## src/rtl/hs_arb_pkg.sv

```systemverilog
// hs_arb_pkg: shared types and sizing for the hiscore / CPU work-RAM arbiter.
package hs_arb_pkg;

    // Ownership phases of the work-RAM port.
    typedef enum logic [2:0] {
        IDLE,
        PAUSE,
        SETTLE,
        GRANT,
        RELEASE
    } hs_arb_state_t;

    // Guard counter for SETTLE/RELEASE, sized for intervals up to 8 cycles.
    localparam int GUARD_CNT_W = 3;

    // Pause-acknowledge wait counter (only built with the timeout feature).
    localparam int WAIT_CNT_W = 17;

endpackage

```

## src/rtl/hs_arb_mux.sv

```systemverilog
// hs_arb_mux: combinational work-RAM port mux. The CPU drives the port in
// IDLE/PAUSE, the hiscore engine drives it in GRANT, and writes are blocked
// in the SETTLE/RELEASE guard intervals so neither side can corrupt RAM
// while ownership changes hands.
module hs_arb_mux
    import hs_arb_pkg::*;
#(
    parameter int AW = 16,
    parameter int DW = 8
) (
    input  hs_arb_state_t   state,
    input  logic [AW-1:0]   cpu_addr,
    input  logic [DW-1:0]   cpu_din,
    input  logic            cpu_we,
    input  logic [AW-1:0]   hs_address,
    input  logic [DW-1:0]   hs_data_in,
    input  logic            hs_write,
    input  logic [DW-1:0]   ram_dout,
    output logic [DW-1:0]   cpu_dout,
    output logic [AW-1:0]   ram_addr,
    output logic [DW-1:0]   ram_din,
    output logic            ram_we
);

    // The CPU always sees RAM read data; it is halted whenever it is not the owner.
    assign cpu_dout = ram_dout;

    // Select the port owner and gate the write strobe from the registered state.
    always_comb begin
        // NOTE: every output gets a default first so no path through the case infers a latch.
        ram_addr = cpu_addr;
        ram_din  = cpu_din;
        ram_we   = cpu_we;
        case (state)
            IDLE, PAUSE: begin
                ram_we = cpu_we;
            end
            GRANT: begin
                ram_addr = hs_address;
                ram_din  = hs_data_in;
                ram_we   = hs_write;
            end
            default: begin
                ram_we = 1'b0;
            end
        endcase
    end

endmodule

```

## src/rtl/hs_ram_arbiter.sv

```systemverilog
// hs_ram_arbiter: shares the game work-RAM port between the CPU and the
// hiscore engine. A hiscore access intent raises a CPU pause request; once
// the pause is acknowledged and the CPU bus has settled, the port is handed
// to the hiscore engine, and it goes back to the CPU after a guard interval.
// Optional feature: define HS_ARB_TIMEOUT_EN to abort a pause request that is
// not acknowledged within TIMEOUT_CYC cycles (pulses hs_timeout).
module hs_ram_arbiter
    import hs_arb_pkg::*;
#(
    parameter int AW          = 16,
    parameter int DW          = 8,
    parameter int SETTLE_CYC  = 2,
    parameter int RELEASE_CYC = 2,
    parameter int TIMEOUT_CYC = 65535
) (
    input  logic            clk_sys,
    input  logic            reset,
    input  logic [AW-1:0]   cpu_addr,
    input  logic [DW-1:0]   cpu_din,
    input  logic            cpu_we,
    output logic [DW-1:0]   cpu_dout,
    input  logic [AW-1:0]   hs_address,
    input  logic [DW-1:0]   hs_data_in,
    input  logic            hs_write,
    input  logic            hs_access_read,
    input  logic            hs_access_write,
    output logic [DW-1:0]   hs_data_out,
    output logic            hs_pause,
    input  logic            cpu_paused,
    output logic [AW-1:0]   ram_addr,
    output logic [DW-1:0]   ram_din,
    output logic            ram_we,
    input  logic [DW-1:0]   ram_dout,
    output logic            hs_granted,
    output logic            hs_timeout
);

    localparam logic [GUARD_CNT_W-1:0] SETTLE_LAST  = GUARD_CNT_W'(SETTLE_CYC - 1);
    localparam logic [GUARD_CNT_W-1:0] RELEASE_LAST = GUARD_CNT_W'(RELEASE_CYC - 1);

    // Reject configurations the guard and wait counters cannot represent.
    generate
        if (SETTLE_CYC < 1 || SETTLE_CYC > 8 || RELEASE_CYC < 1 || RELEASE_CYC > 8 ||
            TIMEOUT_CYC < 1 || TIMEOUT_CYC > 131071) begin : g_bad_params
            $error("hs_ram_arbiter: SETTLE_CYC/RELEASE_CYC must be 1..8, TIMEOUT_CYC 1..131071");
        end
    endgenerate

    hs_arb_state_t          state;
    logic [GUARD_CNT_W-1:0] cnt;
    logic                   intent;
    logic                   pause_ok;

    assign intent = hs_access_read | hs_access_write;

`ifdef HS_ARB_TIMEOUT_EN
    localparam logic [WAIT_CNT_W-1:0] WAIT_LAST = WAIT_CNT_W'(TIMEOUT_CYC - 1);

    logic [WAIT_CNT_W-1:0]  wait_cnt;
    logic                   reentry_block;
    logic                   hs_timeout_q;

    // After an abort, a new pause request needs a fresh intent edge.
    assign pause_ok   = intent && !reentry_block;
    assign hs_timeout = hs_timeout_q;
`else
    assign pause_ok   = intent;
    assign hs_timeout = 1'b0;
`endif

    // Ownership FSM with registered pause/grant outputs and hiscore read capture.
    always_ff @(posedge clk_sys) begin
        if (reset) begin
            state       <= IDLE;
            cnt         <= '0;
            hs_pause    <= 1'b0;
            hs_granted  <= 1'b0;
            hs_data_out <= '0;
`ifdef HS_ARB_TIMEOUT_EN
            wait_cnt      <= '0;
            reentry_block <= 1'b0;
            hs_timeout_q  <= 1'b0;
`endif
        end else begin
            // NOTE: non-blocking assignments throughout, so every branch reads the pre-edge state.
`ifdef HS_ARB_TIMEOUT_EN
            hs_timeout_q <= 1'b0;
            if (!intent) begin
                reentry_block <= 1'b0;
            end
`endif
            if (state == GRANT) begin
                hs_data_out <= ram_dout;
            end

            case (state)
                IDLE: begin
                    if (pause_ok) begin
                        state    <= PAUSE;
                        hs_pause <= 1'b1;
`ifdef HS_ARB_TIMEOUT_EN
                        wait_cnt <= '0;
`endif
                    end
                end
                PAUSE: begin
                    if (!intent) begin
                        state    <= IDLE;
                        hs_pause <= 1'b0;
                    end else if (cpu_paused) begin
                        state <= SETTLE;
                        cnt   <= '0;
                    end
`ifdef HS_ARB_TIMEOUT_EN
                    else if (wait_cnt == WAIT_LAST) begin
                        state         <= IDLE;
                        hs_pause      <= 1'b0;
                        hs_timeout_q  <= 1'b1;
                        reentry_block <= 1'b1;
                    end else begin
                        wait_cnt <= wait_cnt + 1'b1;
                    end
`endif
                end
                SETTLE: begin
                    if (cnt == SETTLE_LAST) begin
                        state      <= GRANT;
                        hs_granted <= 1'b1;
                        cnt        <= '0;
                    end else begin
                        cnt <= cnt + 1'b1;
                    end
                end
                GRANT: begin
                    // A dropped cpu_paused is ignored here: the pause block owns the CPU halt.
                    if (!intent) begin
                        state      <= RELEASE;
                        hs_granted <= 1'b0;
                        cnt        <= '0;
                    end
                end
                RELEASE: begin
                    // The CPU is still halted, so a returning intent is re-granted without a new pause.
                    if (intent) begin
                        state      <= GRANT;
                        hs_granted <= 1'b1;
                    end else if (cnt == RELEASE_LAST) begin
                        state    <= IDLE;
                        hs_pause <= 1'b0;
                        cnt      <= '0;
                    end else begin
                        cnt <= cnt + 1'b1;
                    end
                end
                default: begin
                    state      <= IDLE;
                    hs_pause   <= 1'b0;
                    hs_granted <= 1'b0;
                end
            endcase
        end
    end

    hs_arb_mux #(
        .AW (AW),
        .DW (DW)
    ) u_mux (
        .state      (state),
        .cpu_addr   (cpu_addr),
        .cpu_din    (cpu_din),
        .cpu_we     (cpu_we),
        .hs_address (hs_address),
        .hs_data_in (hs_data_in),
        .hs_write   (hs_write),
        .ram_dout   (ram_dout),
        .cpu_dout   (cpu_dout),
        .ram_addr   (ram_addr),
        .ram_din    (ram_din),
        .ram_we     (ram_we)
    );

endmodule

```

## config.mk

```make
export PLATFORM = sky130hd
export DESIGN_NAME = hs_ram_arbiter
export DESIGN_NICKNAME = d
export VERILOG_FILES = /design/src/rtl/hs_arb_pkg.sv /design/src/rtl/hs_arb_mux.sv /design/src/rtl/hs_ram_arbiter.sv
export SDC_FILE = /design/constraint.sdc
export NUM_CORES = 1
export LEC_CHECK = 0
export CORE_AREA = 3 3 64 78
export CTS_BUF_LIST = sky130_fd_sc_hd__clkbuf_8
export CTS_CLUSTER_DIAMETER = 120
export DETAILED_ROUTE_END_ITERATION = 6
export DIE_AREA = 0 0 67 81
export GPL_TIMING_DRIVEN = 0
export PLACE_DENSITY_LB_ADDON = 0.05
export SETUP_SLACK_MARGIN = 0.02
export SLEW_MARGIN = 20
export SYNTH_ARGS = -nofsm -noshare
export SYNTH_HDL_FRONTEND = slang
export SYNTH_HIERARCHICAL = 1
export SYNTH_SLANG_ARGS = --single-unit
```

## constraint.sdc

```tcl
create_clock -name clk_sys -period 1.5 [get_ports clk_sys]
set_input_delay 0.15 -clock clk_sys [delete_from_list [all_inputs] [get_ports clk_sys]]
set_output_delay 0.15 -clock clk_sys [all_outputs]
set_load 0.01 [all_outputs]
```

==> impl_metrics.py <==
metrics = {
    "synthesis": {
        "seq_area_frac_synth_pct": 24.98,
        "ys_warn_count": 6,
        "synth_common_cells": "mux2_4 (20), dfxtp_1 (16), nor2_1 (13)",
        "syn-mean-instance-area_um2": 9.430,
        "netlist_area_um2": 1282,
        "async_reset_ff_share_pct": 0,
        "synth_most_common_cell": "mux2_4",
        "yosys.area.top_type": "dfxtp_1",
        "synth_fp_nets": 199,
        "synth.top_cell.area_share_pct": 24.98,
        "synth_edf_count": 0,
        "synthTopCellsByArea": "dfxtp_1 (25%), mux2_4 (23%), mux2i_1 (6.2%)",
        "synth_flop_cell": "dfxtp_1",
        "yosys.cell_types.count": 35,
        "netlist_instances": 136,
        "ys_ff_latch": 16,
    },
    "routing": {
        "wl_met1_um": 1702,
        "drc_errors": 0,
        "vias": 1398,
        "antenna_left": 0,
        "top_layer_used": "met4",
        "drt_iter0_drc": 37,
        "wl_met3_um": 546,
        "route.met2.wl_um": 1982,
        "dr.pass1.iters": 4,
        "viasPerCell": 4.584,
        "wl_um": 4243,
        "routedWlPerCell_um": 13.91,
    },
    "global_route": {
        "grt_pass1_vias": 1270,
        "grt_max_degree": 11,
        "grt_usage_pct": 14.28,
        "grt_overflow": 0,
        "grt_pass1_wl_um": 6203,
        "antenna_found_initial": 0,
    },
    "place": {
        "pre_cts_ws_ns": -0.3069,
        "gp_congestion": 0.7432,
        "placed_area_um2": 2394,
        "hpwl_um": 3393,
        "dpl.cell_count": 296,
        "port_buffers": 104,
    },
    "setup_path": {
        "required_ns": 1.65,
        "regToRegStartpoint": "state[1]$_SDFFE_PP0P_",
        "arrival_ns": 1.70,
        "crit_path_end_kind": "register",
        "r2r_end": "cnt[1]$_SDFFE_PP0P_",
        "r2r_cells": 5,
        "start_kind": "register",
        "r2r_slack_ns": -0.04,
        "worst-path-buf-inv": 1,
        "crit_family": "simple AND/OR/NAND/NOR gates",
        "max_stage_delay_ns": 0.52,
        "worstPathCellList": "buf_6 > or4b_4 > a21oi_4 > a221oi_2 > a41o_1",
        "critical_path_class": "reg2reg",
        "slowest_stage": "or4b_4",
        "cp_max_fo": 4,
    },
    "flow_run": {
        "maxCapViolCount": 0,
    },
    "timing": {
        "fin_crit_sh_pct": 102.9,
        "period_minus_slack_ns": 1.543,
        "tns_ns": -0.1561,
        "rsz0062_at_grt": "yes",
        "setup_slack_ns": -0.04303,
        "whs_ns": 0.2668,
        "clock_skew_ns": 0.005062,
        "timing.fmax_mhz": 648.1,
        "slew_viol_final": 0,
        "hold_viol_final": 0,
        "final-setup-viol-count": 20,
    },
    "die": {
        "die_h_um": 81,
        "fp.dieW_um": 67,
        "core_area_um2": 4294,
        "dieArea_um2": 5427,
        "num_rows": 26,
        "start_util_pct": 29.87,
        "pin_count": 107,
    },
    "run_status": {
        "violations": "negative setup slack",
        "status": "finished with violations",
    },
    "clock_network": {
        "cts-root-buf": "clkbuf_8",
        "cts_sinks": 16,
        "insertion_delay_ns": 0.26,
        "cts_buffers": 3,
        "cts_tree": "built",
        "cts_buffer_depth": 2,
        "clk_pin_slew_worst_paths_ns": 0.07,
        "cts_max_level": 1,
    },
    "power_and_ir_drop": {
        "p_per_area_nw_per_um2": 551.7,
        "peakVddDrop_mv": 0.6442,
        "leakage_nw": 1.180,
        "p_total_mw": 1.405,
    },
    "layout": {
        "fin_util_pct": 59.32,
        "drive_above_1_share_pct": 35.34,
        "nets": 313,
        "areaGrowthSynthToFinish_pct": 98.63,
        "design_area_um2": 2547,
        "layoutNonFillerInstCount": 305,
        "antenna_cells": 0,
    },
    "worst_hold_path": {
        "min_delay_path_depth": 2,
        "hp-class": "in2reg",
        "hold_start": "reset",
        "min_to": "state[1]$_SDFFE_PP0P_",
    },
}
[how the worst max path moves through the flow]
| stage | from | to | slack [ns] | cells after the start |
|---|---|---|---|---|
| after global placement | state[1]$_SDFFE_PP0P_ | ram_din[3] | -0.30 | 4 |
| after detailed placement | state[1]$_SDFFE_PP0P_ | ram_addr[9] | -0.31 | 4 |
| final | state[1]$_SDFFE_PP0P_ | cnt[1]$_SDFFE_PP0P_ | -0.04 | 5 |
| after global routing | state[0]$_SDFFE_PP0P_ | cnt[2]$_SDFFE_PP0P_ | -0.09 | 6 |
| after floorplan | state[1]$_SDFFE_PP0P_ | cnt[1]$_SDFFE_PP0P_ | 0.02 | 4 |
| after CTS | state[2]$_SDFFE_PP0P_ | ram_din[7] | -0.15 | 4 |
[cells by family after synthesis]
family	synth area share (%)
DFF	24.98
AOI/OAI and AO/OA	13.85
buffers and inverters	10.34
and+or+nand+nor	17.37
other	0.2924
muxes	33.17
[routing by layer]
| metal | track usage (%) | vias to the layer above |
|---|---|---|
| met2 | 23.89 | 71 |
| met5 | 0 | - |
| li1 | - | 700 |
| met4 | 2.434 | 0 |
| met3 | 5.118 | 2 |
| met1 | 17.67 | 625 |
[layout make-up]
class,instances,area [um2]
fill,401,1747
timing repair buffer,110,1091
multi-input combinational,99,849.6
sequential,16,326.6
buffer,18,147.6
tap,56,70.07
clock buffer,4,55.05
inverter,2,7.507
[what timing repair did]
| item | 4_1_cts | 5_1_grt |
|---|---|---|
| endpoints found under the setup margin | 27 | 38 |
| buffers inserted | 5 | 1 |
| resized for setup | 113 | 24 |
| pin swaps | 4 | 1 |
| endpoints found under the hold margin | 0 | 0 |
| hold buffers | 0 | 0 |
[state kept, by name (all words and copies together) (netlist names)]
signal       count
state            3
cnt              3
hs_pause         1
hs_granted       1
hs_data_out      8
[worst register-to-register path, stage by stage (launching register included)]
cell and delay [ns]:
dfxtp_4 0.36, buf_6 0.11, or4b_4 0.52, a21oi_4 0.17, a221oi_2 0.08, a41o_1 0.20
[layout by cell type (no fill, tap or decap), types with 2 or more instances in the layout]
cell type and instances:
mux2i_1 8, dfxtp_1 13, nand3_1 5, o21ai_0 4, clkbuf_8 4, nor2_1 12, a21oi_1 6, clkbuf_1 2
buf_6 23, mux2_4 21, buf_2 3, nand2_1 7, buf_12 2, a211oi_1 2, nand2b_1 4, a31oi_1 3
mux2_2 3, dfxtp_2 2, clkdlybuf4s50_1 79, buf_4 12, nor3_1 4, clkbuf_2 5
[power by group]
group          switching (mW)  internal [mW]  total, mW  leakage (nW)
Combinational           0.191          0.372      0.563          1.02
Sequential             0.0137          0.440      0.454         0.131
Clock                   0.155          0.233      0.389        0.0288
Power figures use the tool's default switching activity.
